**src/rtl/fifo_to_axi4s_pkt.sv**
```systemverilog
// FWFT FIFO read side to AXI4-Stream master with fixed-length packets.
// Optional pad-flush of stalled partial packets: FIFO_TO_AXIS_TIMEOUT_EN.
module fifo_to_axi4s_pkt #(
    parameter int                DATA_W   = 32,
    parameter int                PKT_LEN  = 1024,
    parameter int                CNT_W    = 16,
    parameter int                TIMEOUT  = 256,
    parameter logic [DATA_W-1:0] PAD_WORD = '0
) (
    input  logic              clk,
    input  logic              rst,
    input  logic              en,
    input  logic              fifo_empty,
    input  logic [DATA_W-1:0] fifo_dout,
    output logic              fifo_rd_en,
    output logic [DATA_W-1:0] m_axis_tdata,
    output logic              m_axis_tvalid,
    input  logic              m_axis_tready,
    output logic              m_axis_tlast,
    output logic [1:0]        m_axis_tuser,
    output logic              pkt_done,
    output logic [CNT_W-1:0]  pkt_cnt
);

    localparam logic [1:0] IDLE   = 2'd0;
    localparam logic [1:0] STREAM = 2'd1;
    localparam logic [1:0] PAD    = 2'd2;

    localparam logic [CNT_W-1:0] WLAST = CNT_W'(PKT_LEN - 1);

    logic [1:0]       state;
    logic [CNT_W-1:0] wcnt;
    logic             load;
    logic             pop;
    logic             fill;
    logic             wlast;
    logic             hs_last;
    logic             timeout_hit;

    assign load    = !m_axis_tvalid || m_axis_tready;
    assign pop     = (state == STREAM) && !fifo_empty && load;
    assign wlast   = (wcnt == WLAST);
    assign hs_last = m_axis_tvalid && m_axis_tready && m_axis_tlast;

    assign fifo_rd_en = pop;

`ifdef FIFO_TO_AXIS_TIMEOUT_EN
    localparam logic [15:0] TO_LAST = 16'(TIMEOUT - 1);

    logic [15:0] idle_cnt;
    logic        idle_run;

    // Counts only while a partial packet is starved of FIFO data
    assign idle_run    = (state == STREAM) && (wcnt != '0) && fifo_empty;
    assign timeout_hit = idle_run && (idle_cnt == TO_LAST);
    assign fill        = (state == PAD) && load;

    always_ff @(posedge clk or posedge rst) begin
        if (rst) begin
            idle_cnt <= '0;
        end else if (pop || timeout_hit) begin
            idle_cnt <= '0;
        end else if (idle_run) begin
            idle_cnt <= idle_cnt + 16'd1;
        end
    end
`else
    logic [15:0] unused_timeout;

    assign unused_timeout = 16'(TIMEOUT);
    assign timeout_hit    = 1'b0;
    assign fill           = 1'b0;
`endif

    always_ff @(posedge clk or posedge rst) begin
        if (rst) begin
            m_axis_tdata  <= '0;
            m_axis_tvalid <= 1'b0;
            m_axis_tlast  <= 1'b0;
            m_axis_tuser  <= 2'b00;
            wcnt          <= '0;
        end else if (pop || fill) begin
            m_axis_tdata  <= pop ? fifo_dout : PAD_WORD;
            m_axis_tvalid <= 1'b1;
            m_axis_tlast  <= wlast;
            m_axis_tuser  <= {fill, (wcnt == '0)};
            wcnt          <= wlast ? '0 : wcnt + 1'b1;
        end else if (load) begin
            m_axis_tvalid <= 1'b0;
        end
    end

    always_ff @(posedge clk or posedge rst) begin
        if (rst) begin
            pkt_done <= 1'b0;
            pkt_cnt  <= '0;
        end else begin
            pkt_done <= hs_last;
            if (hs_last) begin
                pkt_cnt <= pkt_cnt + 1'b1;
            end
        end
    end

    // en only matters in IDLE and on the load that closes a packet
    always_ff @(posedge clk or posedge rst) begin
        if (rst) begin
            state <= IDLE;
        end else begin
            unique case (state)
                IDLE: begin
                    if (en) state <= STREAM;
                end
                STREAM: begin
                    if (pop && wlast && !en) state <= IDLE;
                    else if (timeout_hit)    state <= PAD;
                end
                PAD: begin
                    if (fill && wlast) state <= en ? STREAM : IDLE;
                end
                default: state <= IDLE;
            endcase
        end
    end

endmodule

```
**config.mk**
```make
export PLATFORM = sky130hd
export DESIGN_NAME = fifo_to_axi4s_pkt
export DESIGN_NICKNAME = d
export VERILOG_FILES = /design/src/rtl/fifo_to_axi4s_pkt.sv
export SDC_FILE = /design/constraint.sdc
export NUM_CORES = 1
export LEC_CHECK = 0
export CAP_MARGIN = 25
export CORE_AREA = 2 2 89 91
export DETAILED_ROUTE_END_ITERATION = 10
export DIE_AREA = 0 0 91 93
export PLACE_DENSITY = 0.71
export SLEW_MARGIN = 5
export SYNTH_ARGS = -nofsm -noshare
export SYNTH_HDL_FRONTEND = slang
export SYNTH_SLANG_ARGS = --single-unit
```
**constraint.sdc**
```tcl
create_clock -name clk -period 2.3 [get_ports clk]
set_clock_uncertainty 0.15 [all_clocks]
set_input_delay 0.46 -clock clk [delete_from_list [all_inputs] [get_ports clk]]
set_output_delay 0.46 -clock clk [all_outputs]
set_load 0.02 [all_outputs]
```
==> reports/results.tsv, run 1 <==
metric	value	unit
wire_per_inst	12.8	µm
yosysWarnings	0	
worstPathArrival	1620	ps
synth.top_cell.area_share	59.6	%
die_w	91	µm
worst_ep_required_time	1690	ps
clkTransAtPathRegs	70	ps
finalHoldViolations	0	
via_per_inst	4.73	
num_vias	2385	
synthTopCellsByArea	dfrtp_1 (60%), nand2_1 (15%), xnor2_1 (4.8%), xor2_1 (3.3%), nand4_1 (2.4%)	
syn_area	2900	µm²
ys_ff_latch	69	
core	7530	µm²
area_growth	44.0	%
post_cts_buffers	0	
cts-htree-levels	3	
finalWirelength	6460	µm
p_total	2.99	mW
power_density	717	nW/µm²
critical_path.max_fanout	2	
cts_tree	done	
multi_input_area	1110	µm²
antenna_found_initial	0	
rows	32	
tns	0	ps
rsz0062_at_grt	false	
post-route-drc-count	0	
min_path_type	flip-flop to flip-flop	
grt_pass1_wl	11000	µm
grt_pass1_vias	2426	
crit_end	fifo_rd_en	
num_antenna_cells	0	
ys_seq_area_share	59.6	%
synth-edff-count	0	
postCtsHoldBufs	0	
yosysTopAreaCell	dfrtp_1	
synth_fp_nets	333	
ir_drop	0.418	mV
fmax	449	MHz
timing.final.crit_share	96.7	%
portBuffers	89	
drtAntennaViolNets	0	
seq_area	1730	µm²
maxSlewViolCount	0	
hpwlAfterDp	4560	µm
final_nets	437	
fin_crit	2230	ps
start_util	38.5	%
num-fill-cells	677	
critical_path_class	input pin to output port	
setup_viol	0	
crit_path_start_kind	input pin	
r2r-start	wcnt[1]$_DFFE_PP0N_	
cts_max_path_buffers	2	
ff2ff_path_depth	5	
drtIter0Drc	122	
async_flop_share	100	%
dieArea	8460	µm²
cts-root-buf	clkbuf_8	
grt_max_degree	70	
clock_sinks	69	
rr_endpoint	wcnt[10]$_DFFE_PP0N_	
status	finished, final reports clean	
numCtsBuffers	9	
final_util	55.5	%
grt.overflow.total	0	
syn_avg_cell_area	9.89	µm²
groute.usage.overall	16.3	%
synth_ff_type	dfrtp_1	
ys_types	34	
end_kind	output port	
globalplace.congestion	0.841	
pre_cts_ws	-198	ps
power.leakage	1.98	nW
setup_ws	75.0	ps
syn_inst	293	
rrSetupSlack	460	ps
die_y	93	µm
drv_cap	0	
firstDrtPassIters	4	
drive_gt1_share	8.21	%
clock_latency	330	ps
timing.critical_path.from	fifo_empty	
io_pins	91	
-- synthesized netlist by cell type, types with 2 or more instances --
library cell and instances:
nand2b_1 2, nor2_1 9, nand4_1 11, o21ai_0 2
nand3_1 9, inv_1 6, xor2_1 11, nor3_1 5
a21oi_1 2, dfrtp_1 69, nor4_1 4, o31ai_1 2
buf_2 3, clkbuf_1 3, nand3_2 2, nand2_1 114
ha_1 3, nor2b_1 2, xnor2_1 16, and4_1 3
and3_1 2
-- layout by cell type (no fill, tap or decap), types with 2 or more instances in the layout --
cell type          n
a21oi_1            2
and3_1             2
and4_1             3
buf_4             10
clkbuf_1           2
clkbuf_8          10
clkdlybuf4s50_1   88
clkinv_2           2
clkinvlp_4         2
dfrtp_1           69
ha_1               3
inv_1              5
nand2_1          114
nand2b_1           2
nand3_1            9
nand3_2            2
nand4_1           11
nor2_1             9
nor2b_1            2
nor3_1             5
nor4_1             4
o21ai_0            2
o31ai_1            2
xnor2_1           16
xor2_1            11
-- critical path, cell delays in order --
cell,delay [ps]
clkdlybuf4s50_1,450
nor2b_1,170
nand2_1,120
inv_2,80
dlygate4sd2_1,340
-- sequential cells by signal (all words and copies together), names as in the netlist --
signal and cells:
wcnt 16, state 1, m_axis_tlast 1, m_axis_tuser 1
m_axis_tvalid 1, pkt_done 1, m_axis_tdata 32, pkt_cnt 16
-- layout make-up --
type / instances / area share [%]
clock buffer: 12 / 3.48
clock inverter: 4 / 1.14
inverter: 7 / 0.719
multi-input combinational: 210 / 26.6
sequential: 69 / 41.4
tap: 102 / 3.06
timing repair buffer: 100 / 23.6
-- cells by family after synthesis --
group / after synthesis / synth area share, %
and+or+nand+nor: 170 / 26.8
DFF: 69 / 59.6
adders and majority gates: 3 / 1.29
AOI/OAI and AO/OA: 9 / 2.03
xor gates and xnor gates: 27 / 8.16
buffers and inverters: 14 / 2.07
other: 1 / 0.129
-- timing repair --
| action | CTS | global route |
|---|---|---|
| resized for setup | 1 | 0 |
| hold endpoints to repair | 0 | 0 |
| endpoints found under the setup margin | 1 | 0 |
-- worst min-delay path by stage --
| stage | startpoint | endpoint | cells past startpoint |
|---|---|---|---|
| 3_3_place_gp | m_axis_tdata[22]$_DFFE_PP0N_ | m_axis_tdata[22]$_DFFE_PP0N_ | 2 |
| 6_report | m_axis_tdata[21]$_DFFE_PP0N_ | m_axis_tdata[21]$_DFFE_PP0N_ | 2 |
| 5_1_grt | pkt_cnt[15]$_DFFE_PP0P_ | pkt_cnt[15]$_DFFE_PP0P_ | 1 |
| 4_1_cts | m_axis_tdata[21]$_DFFE_PP0N_ | m_axis_tdata[21]$_DFFE_PP0N_ | 2 |
| 2_1_floorplan | wcnt[15]$_DFFE_PP0N_ | wcnt[15]$_DFFE_PP0N_ | 1 |
| 3_5_place_dp | m_axis_tdata[21]$_DFFE_PP0N_ | m_axis_tdata[21]$_DFFE_PP0N_ | 2 |
-- power by group --
group	internal (mW)	switching, mW
clock	0.528	0.437
combinational	0.293	0.294
sequential	1.33	0.104
-- per-stage QoR --
stage	cells	hold WS, ps	area [µm²]
after floorplan	293	293	2900
after global placement	488	307	3980
after detailed placement	488	311	3980
after CTS	504	328	4170
after global routing	504	344	4170
final	504	327	4170
-- metal layers --
layer  vias to the layer above  wire length (µm)  global-route usage [%]
met5                         -                 0                       0
met1                      1158              2910                    20.1
met3                         5               307                    4.19
met2                        59              3160                    27.0
li1                       1163                 -                       -
met4                         0                78                    7.58
Power figures use the tool's default switching activity.
==> inputs of run 2 (changes only) <==
- CORE_AREA: 2 2 89 91 -> 5 5 92 94
- DIE_AREA: 0 0 91 93 -> 0 0 97 99
- REMOVE_ABC_BUFFERS: not set -> 1
==> run 2 against run 1 <==
Against the previous run: sequential power about the same; first-iteration DRC count shrank 30%; global-route usage down 1.3 points; count of clock-buffer cells in the layout fell by 2; fmax grew 6.2%; utilization shrank 0.18 points; total power is 4.3% higher.
==> reports/results.tsv, run 2 (synthesized netlist as in run 1, its figures left out) <==
metric	value	unit	change
crit_end	fifo_rd_en		unchanged
min_path_type	flip-flop to flip-flop		unchanged
largest_register_ffs	32		unchanged
cp.depth	5		unchanged
r2r-start	wcnt[1]$_DFFE_PP0N_		unchanged
numCtsBuffers	9		unchanged
via_per_inst	4.68		was 4.73
groute.usage.overall	15.0	%	was 16.3%
post-route-drc-count	0		unchanged
fmax	477	MHz	was 449 MHz
ir_drop	0.293	mV	was 0.418 mV
fin_crit	2090	ps	was 2230 ps
path_delay_family	buffers and inverters		unchanged
worstPathArrival	1480	ps	was 1620 ps
timing.critical_path.from	m_axis_tready		was fifo_empty
globalplace.congestion	0.847		was 0.841
num_vias	2350		was 2,385
io_pins	91		unchanged
power.leakage	1.99	nW	was 1.98 nW
grt.overflow.total	0		unchanged
rrSetupSlack	420	ps	was 460 ps
cpPeakStageDelay	540	ps	was 450 ps
ff2ff_path_depth	5		unchanged
die_w	97	µm	was 91 µm
drtIter0Drc	85		was 122
tns	0	ps	unchanged
maxSlewViolCount	0		unchanged
area_growth	44.3	%	was 44.0%
firstDrtPassIters	4		unchanged
timing.final.crit_share	91.1	%	was 96.7%
mostFrequentLayoutCells	nand2_1 (114), clkdlybuf4s50_1 (88), dfrtp_1 (69)		unchanged
slowest_stage	clkdlybuf4s50_1		unchanged
postCtsHoldBufs	0		unchanged
cts_max_path_buffers	2		unchanged
drtAntennaViolNets	0		unchanged
dieArea	9600	µm²	was 8460 µm²
regMostFlops	m_axis_tdata		unchanged
antenna_found_initial	0		unchanged
cts-htree-levels	3		unchanged
worst_ep_required_time	1690	ps	about the same
hpwlAfterDp	4780	µm	was 4560 µm
rsz0062_at_grt	false		unchanged
end_kind	output port		unchanged
setup_viol	0		unchanged
finalWirelength	6790	µm	was 6460 µm
path_cells	clkdlybuf4s50_1, nand2b_1, nand2_1, inv_2, clkbuf_2		was clkdlybuf4s50_1, nor2b_1, nand2_1, inv_2, dlygate4sd2_1
drv_cap	0		unchanged
num-fill-cells	690		was 677
clock_latency	340	ps	was 330 ps
cts-root-buf	clkbuf_8		unchanged
critical_path.max_fanout	3		was 2
wire_per_inst	13.5	µm	was 12.8 µm
finalHoldViolations	0		unchanged
cts_tree	done		unchanged
p_total	3.12	mW	was 2.99 mW
final_common_cell	nand2_1		unchanged
rr_endpoint	wcnt[10]$_DFFE_PP0N_		unchanged
top_regs	m_axis_tdata (32), pkt_cnt (16), wcnt (16)		unchanged
grt_pass1_wl	11700	µm	was 11,000 µm
crit_path_start_kind	input pin		unchanged
rows	32		unchanged
multi_input_area	1110	µm²	unchanged
grt_pass1_vias	2432		was 2,426
portBuffers	89		unchanged
critical_path_class	input pin to output port		unchanged
final_nets	435		was 437
seq_area	1730	µm²	unchanged
num_antenna_cells	0		unchanged
power_density	746	nW/µm²	was 717 nW/µm²
clkTransAtPathRegs	80	ps	was 70 ps
drive_gt1_share	8.50	%	was 8.21%
core	7570	µm²	was 7530 µm²
clock_sinks	69		unchanged
cp_num_buf_inv	3		unchanged
start_util	38.3	%	was 38.5%
die_y	99	µm	was 93 µm
grt_max_degree	70		unchanged
status	finished, final reports clean		unchanged
[run 2: changes by cell type in the layout (fill, tap and decap cells not counted), sizes merged]
| cell | previous run | this run |
|---|---|---|
| buf | 11 | 9 |
| bufinv | 1 | 2 |
| clkbuf | 12 | 11 |
| clkinv | 2 | 3 |
| clkinvlp | 2 | 1 |
| dlygate4sd2 | 1 | 0 |
| inv | 6 | 7 |
[run 2: area by class of cell]
class | instances | share of cell area, %
clock buffer | 10 | 3.29
clock inverter | 6 | 2.06
inverter | 7 | 0.628
multi-input combinational | 210 | 26.6
sequential | 69 | 41.3
tap | 102 | 3.05
timing repair buffer | 98 | 23.1
[run 2: worst min path at each step]
stage / startpoint / end / slack, ps / cells after the start
2_1_floorplan: wcnt[15]$_DFFE_PP0N_ / wcnt[15]$_DFFE_PP0N_ / 290 / 1
3_3_place_gp: m_axis_tdata[23]$_DFFE_PP0N_ / m_axis_tdata[23]$_DFFE_PP0N_ / 310 / 2
3_5_place_dp: wcnt[15]$_DFFE_PP0N_ / wcnt[15]$_DFFE_PP0N_ / 310 / 1
4_1_cts: wcnt[15]$_DFFE_PP0N_ / wcnt[15]$_DFFE_PP0N_ / 330 / 1
5_1_grt: wcnt[15]$_DFFE_PP0N_ / wcnt[15]$_DFFE_PP0N_ / 340 / 1
6_report: m_axis_tdata[5]$_DFFE_PP0N_ / m_axis_tdata[5]$_DFFE_PP0N_ / 320 / 2
[run 2: metal layers]
layer / routed length [µm] / track usage (%)
met2: 3360 / 25.4
met4: 119 / 6.48
met3: 289 / 3.75
met1: 3020 / 18.2
met5: 0 / 0
[run 2: report_power, final]
part | leakage (nW) | internal, mW | total [mW] | switching [mW]
sequential | 0.887 | 1.33 | 1.44 | 0.107
combinational | 0.992 | 0.289 | 0.584 | 0.295
clock | 0.112 | 0.638 | 1.10 | 0.457
[run 2: repair_timing]
item                                    CTS  global route
buffers inserted                          0             0
endpoints found under the setup margin    1             1
gates resized for setup                   1             2
[run 2: tightest hold or removal path, cell delays in order, from the launching register on]
cell	delay, ps
dfrtp_1	340
nand2_1	50
nand2_1	50
[run 2: through the flow]
stage          setup WS (ps)  util (%)  std cells  cell area, µm²  hold slack, ps
2_1_floorplan           -105         -        286            2870             293
3_3_place_gp            -249      52.4        486            3960             307
3_5_place_dp            -246      52.4        486            3960             310
4_1_cts                 18.6      55.3        502            4190             328
5_1_grt                  124      55.3        502            4180             337
6_report                 206      55.3        502            4180             325
